**config.mk**
```make
export PLATFORM = sky130hd
export DESIGN_NAME = relu_maxpool
export DESIGN_NICKNAME = d
export VERILOG_FILES = /design/src/rtl/conv_pkg.sv /design/src/rtl/relu_max_unit.sv /design/src/rtl/relu_maxpool.sv
export SDC_FILE = /design/constraint.sdc
export NUM_CORES = 1
export LEC_CHECK = 0
export CAP_MARGIN = 5
export CORE_MARGIN = 2
export CORE_UTILIZATION = 31
export CTS_CLUSTER_DIAMETER = 60
export DETAILED_ROUTE_END_ITERATION = 10
export PLACE_DENSITY = 0.46
export SYNTH_ARGS = -nofsm -noshare
export SYNTH_HDL_FRONTEND = slang
export SYNTH_HIERARCHICAL = 1
export SYNTH_SLANG_ARGS = --single-unit
```
**constraint.sdc**
```tcl
create_clock -name clk -period 18.9 [get_ports clk]
set_input_delay 4.725 -clock clk [delete_from_list [all_inputs] [get_ports clk]]
set_output_delay 4.725 -clock clk [all_outputs]
set_load 0.02 [all_outputs]
```
**src/rtl/conv_pkg.sv**
```systemverilog
// conv_pkg
// Shared definitions for the ReLU + max-pool stage of the conv pipeline.
//   pool_state_t  : sequencer states (IDLE, READ, DRAIN, WRITE, DONE)
//   ADDR_W        : width of every BRAM address bus in the pipeline
//   pooled_side() : side of the pooled feature map, floor(O_SIZE/P_SIZE)
//   window_cycles(): clock cycles spent on one pooling window
package conv_pkg;

    localparam int ADDR_W = 16;

    typedef enum logic [2:0] {
        IDLE,
        READ,
        DRAIN,
        WRITE,
        DONE
    } pool_state_t;

    // A trailing row/column that does not fill a whole window is dropped,
    // hence plain integer division.
    function automatic int pooled_side(input int o_size, input int p_size);
        return o_size / p_size;
    endfunction

    // P*P read cycles, one cycle for the last read data to return, one write.
    function automatic int window_cycles(input int p_size);
        return p_size * p_size + 2;
    endfunction

endpackage

```
**src/rtl/relu_max_unit.sv**
```systemverilog
// relu_max_unit
// Registered running maximum of signed samples. Because the register starts
// each window at zero, the final value is max(0, max(samples)), i.e. the
// ReLU of the window maximum.
// Ports:
//   clk    : clock, rising edge
//   rst    : synchronous active-high reset, clears the accumulator
//   clear  : loads zero at the start of a window
//   valid  : sample carries real BRAM read data this cycle
//   sample : signed sample to compare
//   acc    : current running maximum
module relu_max_unit #(
    parameter int D_BIT_WIDTH = 16
) (
    input  logic                          clk,
    input  logic                          rst,
    input  logic                          clear,
    input  logic                          valid,
    input  logic signed [D_BIT_WIDTH-1:0] sample,
    output logic signed [D_BIT_WIDTH-1:0] acc
);

    always_ff @(posedge clk) begin
        if (rst || clear) begin
            acc <= '0;
        end else if (valid && (sample > acc)) begin
            acc <= sample;
        end
    end

endmodule

```
**src/rtl/relu_maxpool.sv**
```systemverilog
// relu_maxpool
// Walks every PxP window of K_CHANNELS conv feature maps (O_SIZE x O_SIZE,
// stored channel-major, row-major in the result BRAM), computes
// max(0, window max) and writes the pooled words to consecutive addresses of
// the pool BRAM starting at 0.
// Ports:
//   clk, rst           : clock and synchronous active-high reset
//   pool_en            : start request, a rising edge starts a run while idle
//   pool_done          : one-cycle pulse after the last pooled word
//   result_bram_douta  : conv result read data, one cycle after the read
//   result_bram_ena    : conv result read enable
//   result_bram_addra  : conv result read address
//   pool_bram_dina     : pooled value
//   pool_bram_ena/wea  : pool BRAM write strobe (both high together)
//   pool_bram_addra    : pool BRAM write address
module relu_maxpool
    import conv_pkg::*;
#(
    parameter int D_BIT_WIDTH = 16,
    parameter int O_SIZE      = 22,
    parameter int K_CHANNELS  = 16,
    parameter int P_SIZE      = 2
) (
    input  logic                          clk,
    input  logic                          rst,
    input  logic                          pool_en,
    output logic                          pool_done,
    input  logic signed [D_BIT_WIDTH-1:0] result_bram_douta,
    output logic                          result_bram_ena,
    output logic [ADDR_W-1:0]             result_bram_addra,
    output logic signed [D_BIT_WIDTH-1:0] pool_bram_dina,
    output logic                          pool_bram_ena,
    output logic                          pool_bram_wea,
    output logic [ADDR_W-1:0]             pool_bram_addra
);

    localparam int PO = pooled_side(O_SIZE, P_SIZE);

    localparam logic [ADDR_W-1:0] P_W       = ADDR_W'(P_SIZE);
    localparam logic [ADDR_W-1:0] O_W       = ADDR_W'(O_SIZE);
    localparam logic [ADDR_W-1:0] CH_STRIDE = ADDR_W'(O_SIZE * O_SIZE);
    localparam logic [ADDR_W-1:0] P_LAST    = ADDR_W'(P_SIZE - 1);
    localparam logic [ADDR_W-1:0] PO_LAST   = ADDR_W'(PO - 1);
    localparam logic [ADDR_W-1:0] CH_LAST   = ADDR_W'(K_CHANNELS - 1);

    pool_state_t state;
    pool_state_t next_state;

    logic                          pool_en_q;
    logic                          start_edge;
    logic                          rd_valid;
    logic [ADDR_W-1:0]             win_row;
    logic [ADDR_W-1:0]             win_col;
    logic [ADDR_W-1:0]             pcol;
    logic [ADDR_W-1:0]             prow;
    logic [ADDR_W-1:0]             ch;
    logic [ADDR_W-1:0]             wr_addr;
    logic [ADDR_W-1:0]             rd_row;
    logic [ADDR_W-1:0]             rd_col;
    logic [ADDR_W-1:0]             rd_addr;
    logic                          win_last;
    logic                          last_window;
    logic                          acc_clear;
    logic signed [D_BIT_WIDTH-1:0] acc;
    logic                          rd_active;
    logic                          wr_active;
    logic                          done_active;

    assign start_edge  = pool_en && !pool_en_q;
    assign win_last    = (win_row == P_LAST) && (win_col == P_LAST);
    assign last_window = (pcol == PO_LAST) && (prow == PO_LAST) && (ch == CH_LAST);

    // Feature-map coordinates of the current read and its flat address.
    assign rd_row  = prow * P_W + win_row;
    assign rd_col  = pcol * P_W + win_col;
    assign rd_addr = ch * CH_STRIDE + rd_row * O_W + rd_col;

    // The first read of a window clears the accumulator; the previous cycle
    // was never a read, so no sample can be lost to the clear.
    assign acc_clear = (state == READ) && (win_row == '0) && (win_col == '0);

    always_ff @(posedge clk) begin
        if (rst) begin
            state <= IDLE;
        end else begin
            state <= next_state;
        end
    end

    always_comb begin
        next_state  = state;
        rd_active   = 1'b0;
        wr_active   = 1'b0;
        done_active = 1'b0;
        case (state)
            IDLE: begin
                if (start_edge) begin
                    next_state = READ;
                end
            end
            READ: begin
                rd_active = 1'b1;
                if (win_last) begin
                    next_state = DRAIN;
                end
            end
            DRAIN: begin
                next_state = WRITE;
            end
            WRITE: begin
                wr_active  = 1'b1;
                next_state = last_window ? DONE : READ;
            end
            DONE: begin
                done_active = 1'b1;
                next_state  = IDLE;
            end
            default: begin
                next_state = IDLE;
            end
        endcase
    end

    // Window, pooled-position and write-address counters. All of them wrap
    // back to zero after the last window so the next run starts from the
    // first window without needing a reset.
    always_ff @(posedge clk) begin
        if (rst) begin
            pool_en_q <= 1'b0;
            rd_valid  <= 1'b0;
            win_row   <= '0;
            win_col   <= '0;
            pcol      <= '0;
            prow      <= '0;
            ch        <= '0;
            wr_addr   <= '0;
        end else begin
            pool_en_q <= pool_en;
            rd_valid  <= rd_active;
            if (state == READ) begin
                if (win_col == P_LAST) begin
                    win_col <= '0;
                    win_row <= (win_row == P_LAST) ? '0 : win_row + 1'b1;
                end else begin
                    win_col <= win_col + 1'b1;
                end
            end
            if (state == WRITE) begin
                wr_addr <= last_window ? '0 : wr_addr + 1'b1;
                if (pcol == PO_LAST) begin
                    pcol <= '0;
                    if (prow == PO_LAST) begin
                        prow <= '0;
                        ch   <= (ch == CH_LAST) ? '0 : ch + 1'b1;
                    end else begin
                        prow <= prow + 1'b1;
                    end
                end else begin
                    pcol <= pcol + 1'b1;
                end
            end
        end
    end

    relu_max_unit #(
        .D_BIT_WIDTH(D_BIT_WIDTH)
    ) u_max (
        .clk   (clk),
        .rst   (rst),
        .clear (acc_clear),
        .valid (rd_valid),
        .sample(result_bram_douta),
        .acc   (acc)
    );

    // Strobes and buses are masked by rst so an abort silences the BRAM
    // ports in the very cycle reset is raised, not one cycle later.
    assign result_bram_ena   = rd_active && !rst;
    assign result_bram_addra = (rd_active && !rst) ? rd_addr : '0;
    assign pool_bram_ena     = wr_active && !rst;
    assign pool_bram_wea     = wr_active && !rst;
    assign pool_bram_addra   = (wr_active && !rst) ? wr_addr : '0;
    assign pool_bram_dina    = (wr_active && !rst) ? acc : '0;
    assign pool_done         = done_active && !rst;

endmodule

```
==> impl_metrics.tcl, run 1 <==
set metrics [dict create \
    yosys.area.top_type "dfxtp_1" \
    crit_required_ps 14180 \
    critPathKind "register to output port" \
    period_minus_slack_ps 12350 \
    yosysSeqAreaShare_pct 23.4 \
    yosysWarnings 6 \
    syn-cell-area_um2 10000 \
    synth_common_cells "inv_1 (199), nor2_1 (127), dfxtp_1 (117)" \
    multi_input_area_um2 6810 \
    io_pins 71 \
    cts_buffer_depth 2 \
    portBuffers 70 \
    antenna_found_initial 0 \
    critPathArrivalTime_ps 7620 \
    worst_pin_slew_ps 1090 \
    postCtsSetupBuffers 0 \
    endpoint_kind "output port" \
    root_buffer "clkbuf_16" \
    synthTopCellsByArea "dfxtp_1 (23%), ha_1 (14%), fa_1 (12%), inv_1 (7.5%), xnor2_1 (6.6%)" \
    syn_nets 1390 \
    critPathMaxFanout 7 \
    holdBufCountCts 0 \
    synthArstFlopShare_pct 0 \
    vias 7771 \
    max_freq_mhz 81.0 \
    rows 65 \
    wl_um 24400 \
    setup_tns_ps 0 \
    hpwl_um 19500 \
    relSlewSlack_pct 27.5 \
    final-max-slew-violation-count 0 \
    grt_pass1_vias 7610 \
    drt_iter0_markers 301 \
    final-seq-area_um2 2340 \
    cts_tree "built" \
    status "finished, final reports clean" \
    fin_crit_sh_pct 65.3 \
    synth_edf_count 0 \
    hold_viol 0 \
    syn_inst 1200 \
    core_area_um2 31700 \
    nets 1456 \
    diodes 0 \
    rsz0062_at_grt "no" \
    ys_ff_latch 117 \
    grt.overflow.total 0 \
    grt_use_total_pct 15.1 \
    dieArea_um2 33800 \
    p_leak_nw 5.11 \
    synth.most_common_cell "inv_1" \
    die_w_um 184 \
    synth_cell_type_count 60 \
    dr.pass1.iters 5 \
    whs_ps 469 \
    cts_resized 0 \
    synth_top_area_share_pct 23.4 \
    syn_to_final_growth_pct 17.0 \
    power_density_nw_per_um2 52.6 \
    avgSynthCellArea_um2 8.35 \
    viasPerCell 4.62 \
    detail-route-antenna-nets 0 \
    cts.sinks 117 \
    drc 0 \
    h-tree-depth 4 \
    final_layout_size_suffix_gt1_share_pct 4.14 \
    grt_start_max_net_pins 36 \
    die_h_um 184 \
    clock_latency_ps 430 \
    startpoint_type "register" \
    synthFlopType "dfxtp_1" \
    clock_skew_ps 13.2 \
    max-cap-violations 0 \
    worstHoldStart "u_max/acc[11]$_SDFFE_PP0P_" \
    grt_pass1_wl_um 39700 \
    wire_per_inst_um 14.5 \
    tritoncts.num_buffers 17 \
    holdCritPathClass "register to register" \
    floorplan.initialDensity_pct 31.6 \
    crit_start "ch[2]$_SDFFE_PP0P_" \
    peakVddDrop_uv 58.8 \
    r2r-start "pcol[1]$_SDFFE_PP0P_" \
    place_congestion 0.788 \
    fillers 3378 \
    clk_pin_slew_ps 60 \
    report.final.setup_viol 0 \
]
## per-layer routing
layer / part of all wire [%] / GRT usage, %
met1: 50 / 20.5
met2: 46 / 24.6
met3: 2.6 / 2.34
met4: 1.4 / 4.48
met5: 0 / 0
## sequential cells by signal (all words and copies together), names as in the netlist
register,flops
ch,16
pcol,16
pool_en_q,1
prow,16
rd_valid,1
state,3
u_max/acc,16
win_col,16
win_row,16
wr_addr,16
## cells by family (layout without fill, tap and decap cells)
family / Yosys count / in the layout / share of synthesized area (%)
buf+inv: 226 / 305 / 8.75
compound gates: 132 / 132 / 8.08
fa+ha+maj: 171 / 171 / 26.0
simple gates: 403 / 403 / 20.1
mux: 19 / 19 / 1.91
xor+xnor: 132 / 132 / 11.8
flops: 117 / 117 / 23.4
## placed cells by master, fill, tap and decap left out, types with 11 or more instances in the layout
cell type / count
a21o_1: 14
a21oi_1: 50
and2_1: 38
and3_1: 12
clkbuf_16: 17
clkdlybuf4s50_1: 70
dfxtp_1: 117
fa_1: 62
ha_1: 109
inv_1: 199
mux2i_1: 18
nand2_1: 80
nand3_1: 27
nand4_1: 28
nor2_1: 125
nor2b_1: 12
nor3_1: 19
nor4_1: 11
o21ai_0: 24
or3_1: 14
xnor2_1: 75
xor2_1: 55
## per-stage QoR
step / std cells / area [um2] / utilization, % / power (mW) / setup WS (ps)
6_report: 1681 / 11700 / 36.9 / 0.616 / 6550
5_1_grt: 1681 / 11700 / 36.9 / 0.642 / 6160
4_1_cts: 1681 / 11700 / 36.9 / 0.627 / 6510
3_5_place_dp: 1649 / 11100 / 35.1 / 0.289 / 6980
3_3_place_gp: 1649 / 11100 / 35.1 / 0.289 / 7000
2_1_floorplan: 1200 / 10000 / - / 0.276 / 7770
## layout make-up
type / instances / share of cell area, %
sequential: 117 / 20.0
timing repair buffer: 74 / 6.24
tap: 402 / 4.29
multi-input combinational: 857 / 58.1
clock inverter: 12 / 1.31
inverter: 199 / 6.37
clock buffer: 20 / 3.73
## power by group
part	switching [mW]	internal [mW]
Clock	0.126	0.208
Combinational	0.0185	0.0131
Sequential	0.00249	0.249
## worst max-delay path, cell delays in order (launching register included)
cell and delay, ps:
dfxtp_1 510, inv_1 150, fa_1 520, inv_1 50, fa_1 450, ha_1 290
inv_1 50, fa_1 490, inv_1 40, ha_1 330, xor2_1 240, fa_1 500
fa_1 550, inv_1 40, ha_1 190, or3_4 400, o21bai_1 190, a31oi_1 330
o21ai_1 190, a31oi_1 230, xnor2_1 160, xnor2_1 140, xnor3_1 400, nor2_1 130
clkdlybuf4s50_1 640
## path summary, 6_finish.rpt
check | cells after the start | to | slack (ps)
worst max-delay path | 24 | result_bram_addra[15] | 6550
worst min-delay path | 2 | u_max/acc[11]$_SDFFE_PP0P_ | 470
worst max register to register | 10 | ch[11]$_SDFFE_PP0P_ | 15860
worst min register to register | 2 | u_max/acc[11]$_SDFFE_PP0P_ | 470
Power figures use the tool's default switching activity.
==> inputs of run 2 (changes only) <==
PLACE_DENSITY = 0.48   (was 0.46)
clock period = 11.3 ns   (was 18.9 ns; I/O delays follow)
==> run 2 against run 1 <==
Effect of this change:
- final area is 0.22% lower
- combinational power is 68% higher
- critical endpoint unchanged
- largest cell class unchanged
- clock-buffer cell count is 1 lower
- clock power increased by 56%
- clock skew shrank 0.51 ps
==> impl_metrics.tcl, run 2 (same netlist as run 1, synthesis figures left out) <==
set metrics [dict create \
    status "finished, final reports clean" \
    critPathKind "register to output port" \
    p_leak_nw 5.09 \
    fin_crit_sh_pct 91.8 \
    fin_util_pct 36.9 \
    cts.sinks 117 \
    crit_path_top_delay_cell "clkdlybuf4s50_1" \
    core_area_um2 31700 \
    h-tree-depth 4 \
    relSlewSlack_pct 25.8 \
    clock_latency_ps 420 \
    fin_ws_ps 923 \
    hold_viol 0 \
    clk_pin_slew_ps 60 \
    max_freq_mhz 96.4 \
    grt.overflow.total 0 \
    io_pins 71 \
    power_uw 994 \
    viasPerCell 4.62 \
    detail-route-antenna-nets 0 \
    drt_iter0_markers 433 \
    root_buffer "clkbuf_16" \
    final_cell_mix "inv_1 (199), nor2_1 (125), dfxtp_1 (117)" \
    hpwl_um 19300 \
    tritoncts.num_buffers 17 \
    slowest_delay_ps 620 \
    die_w_um 184 \
    dr.pass1.iters 5 \
    cts_tree "built" \
    die_h_um 184 \
    ff2ff_setup_slack_ps 8360 \
    startpoint_type "register" \
    dp_slack_ps 1320 \
    syn_to_final_growth_pct 16.7 \
    holdCritPathClass "register to register" \
    worst_pin_slew_ps 1110 \
    cts_resized 0 \
    final_common_cell "inv_1" \
    antenna_found_initial 0 \
    power_density_nw_per_um2 85.0 \
    grt_pass1_vias 7501 \
    wire_per_inst_um 14.3 \
    cts_buffer_depth 2 \
    peakVddDrop_uv 103 \
    report.final.setup_viol 0 \
    postCtsSetupBuffers 0 \
    wl_um 24000 \
    dieArea_um2 33800 \
    grt_pass1_wl_um 39100 \
    final-max-slew-violation-count 0 \
    final_layout_size_suffix_gt1_share_pct 4.30 \
    critPathMaxFanout 7 \
    diodes 0 \
    rsz0062_at_grt "no" \
    place_congestion 0.816 \
    portBuffers 70 \
    grt_use_total_pct 14.8 \
    crit_required_ps 8480 \
    max-cap-violations 0 \
    nets 1456 \
    period_minus_slack_ps 10380 \
    rows 65 \
    holdBufCountCts 0 \
    critPathArrivalTime_ps 7550 \
    drc 0 \
    floorplan.initialDensity_pct 31.6 \
    final_cell_area_um2 11700 \
    vias 7769 \
    endpoint_kind "output port" \
    grt_start_max_net_pins 36 \
    placed_area_um2 11100 \
    setup_tns_ps 0 \
    clock_skew_ps 12.7 \
]
==> run 2: path summary, 6_finish.rpt <==
| path | start | end | cells past startpoint |
|---|---|---|---|
| min reg2reg | u_max/acc[14]$_SDFFE_PP0P_ | u_max/acc[14]$_SDFFE_PP0P_ | 2 |
| max | ch[2]$_SDFFE_PP0P_ | result_bram_addra[15] | 27 |
| min | u_max/acc[14]$_SDFFE_PP0P_ | u_max/acc[14]$_SDFFE_PP0P_ | 2 |
| max reg2reg | pcol[1]$_SDFFE_PP0P_ | ch[13]$_SDFFE_PP0P_ | 9 |
==> run 2: where the power goes <==
part | total, mW | internal, mW | switching (mW)
Combinational | 0.0531 | 0.0220 | 0.0312
Clock | 0.521 | 0.310 | 0.210
Sequential | 0.420 | 0.416 | 0.00383
==> run 2: layer usage <==
layer | GRT usage [%] | part of all wire (%)
met1 | 20.5 | 50
met2 | 23.6 | 46
met4 | 4.10 | 1.4
met3 | 2.60 | 2.8
met5 | 0 | 0
==> run 2: cell type report <==
class	instances	area [um2]
Fill cell	3303	20000
Multi-Input combinational cell	857	6810
Sequential cell	117	2340
Inverter	199	747
Timing Repair Buffer	74	731
Tap cell	402	503
Clock buffer	19	443
Clock inverter	13	121
==> run 2: stage by stage <==
stage | hold WS, ps | cells
floorplan | 443 | 1200
global placement | 454 | 1649
detailed placement | 464 | 1649
CTS | 473 | 1681
global route | 486 | 1681
finish | 470 | 1681
==> run 2: critical path: cells and delay by family (launching register included) <==
family / cells / cell delay, ps
buffers and inverters: 6 / 950
flip-flops: 1 / 490
AO/OA/AOI/OAI: 7 / 1180
AND/OR/NAND/NOR: 2 / 210
XOR/XNOR: 4 / 900
adder cells (fa/ha/maj): 8 / 3420
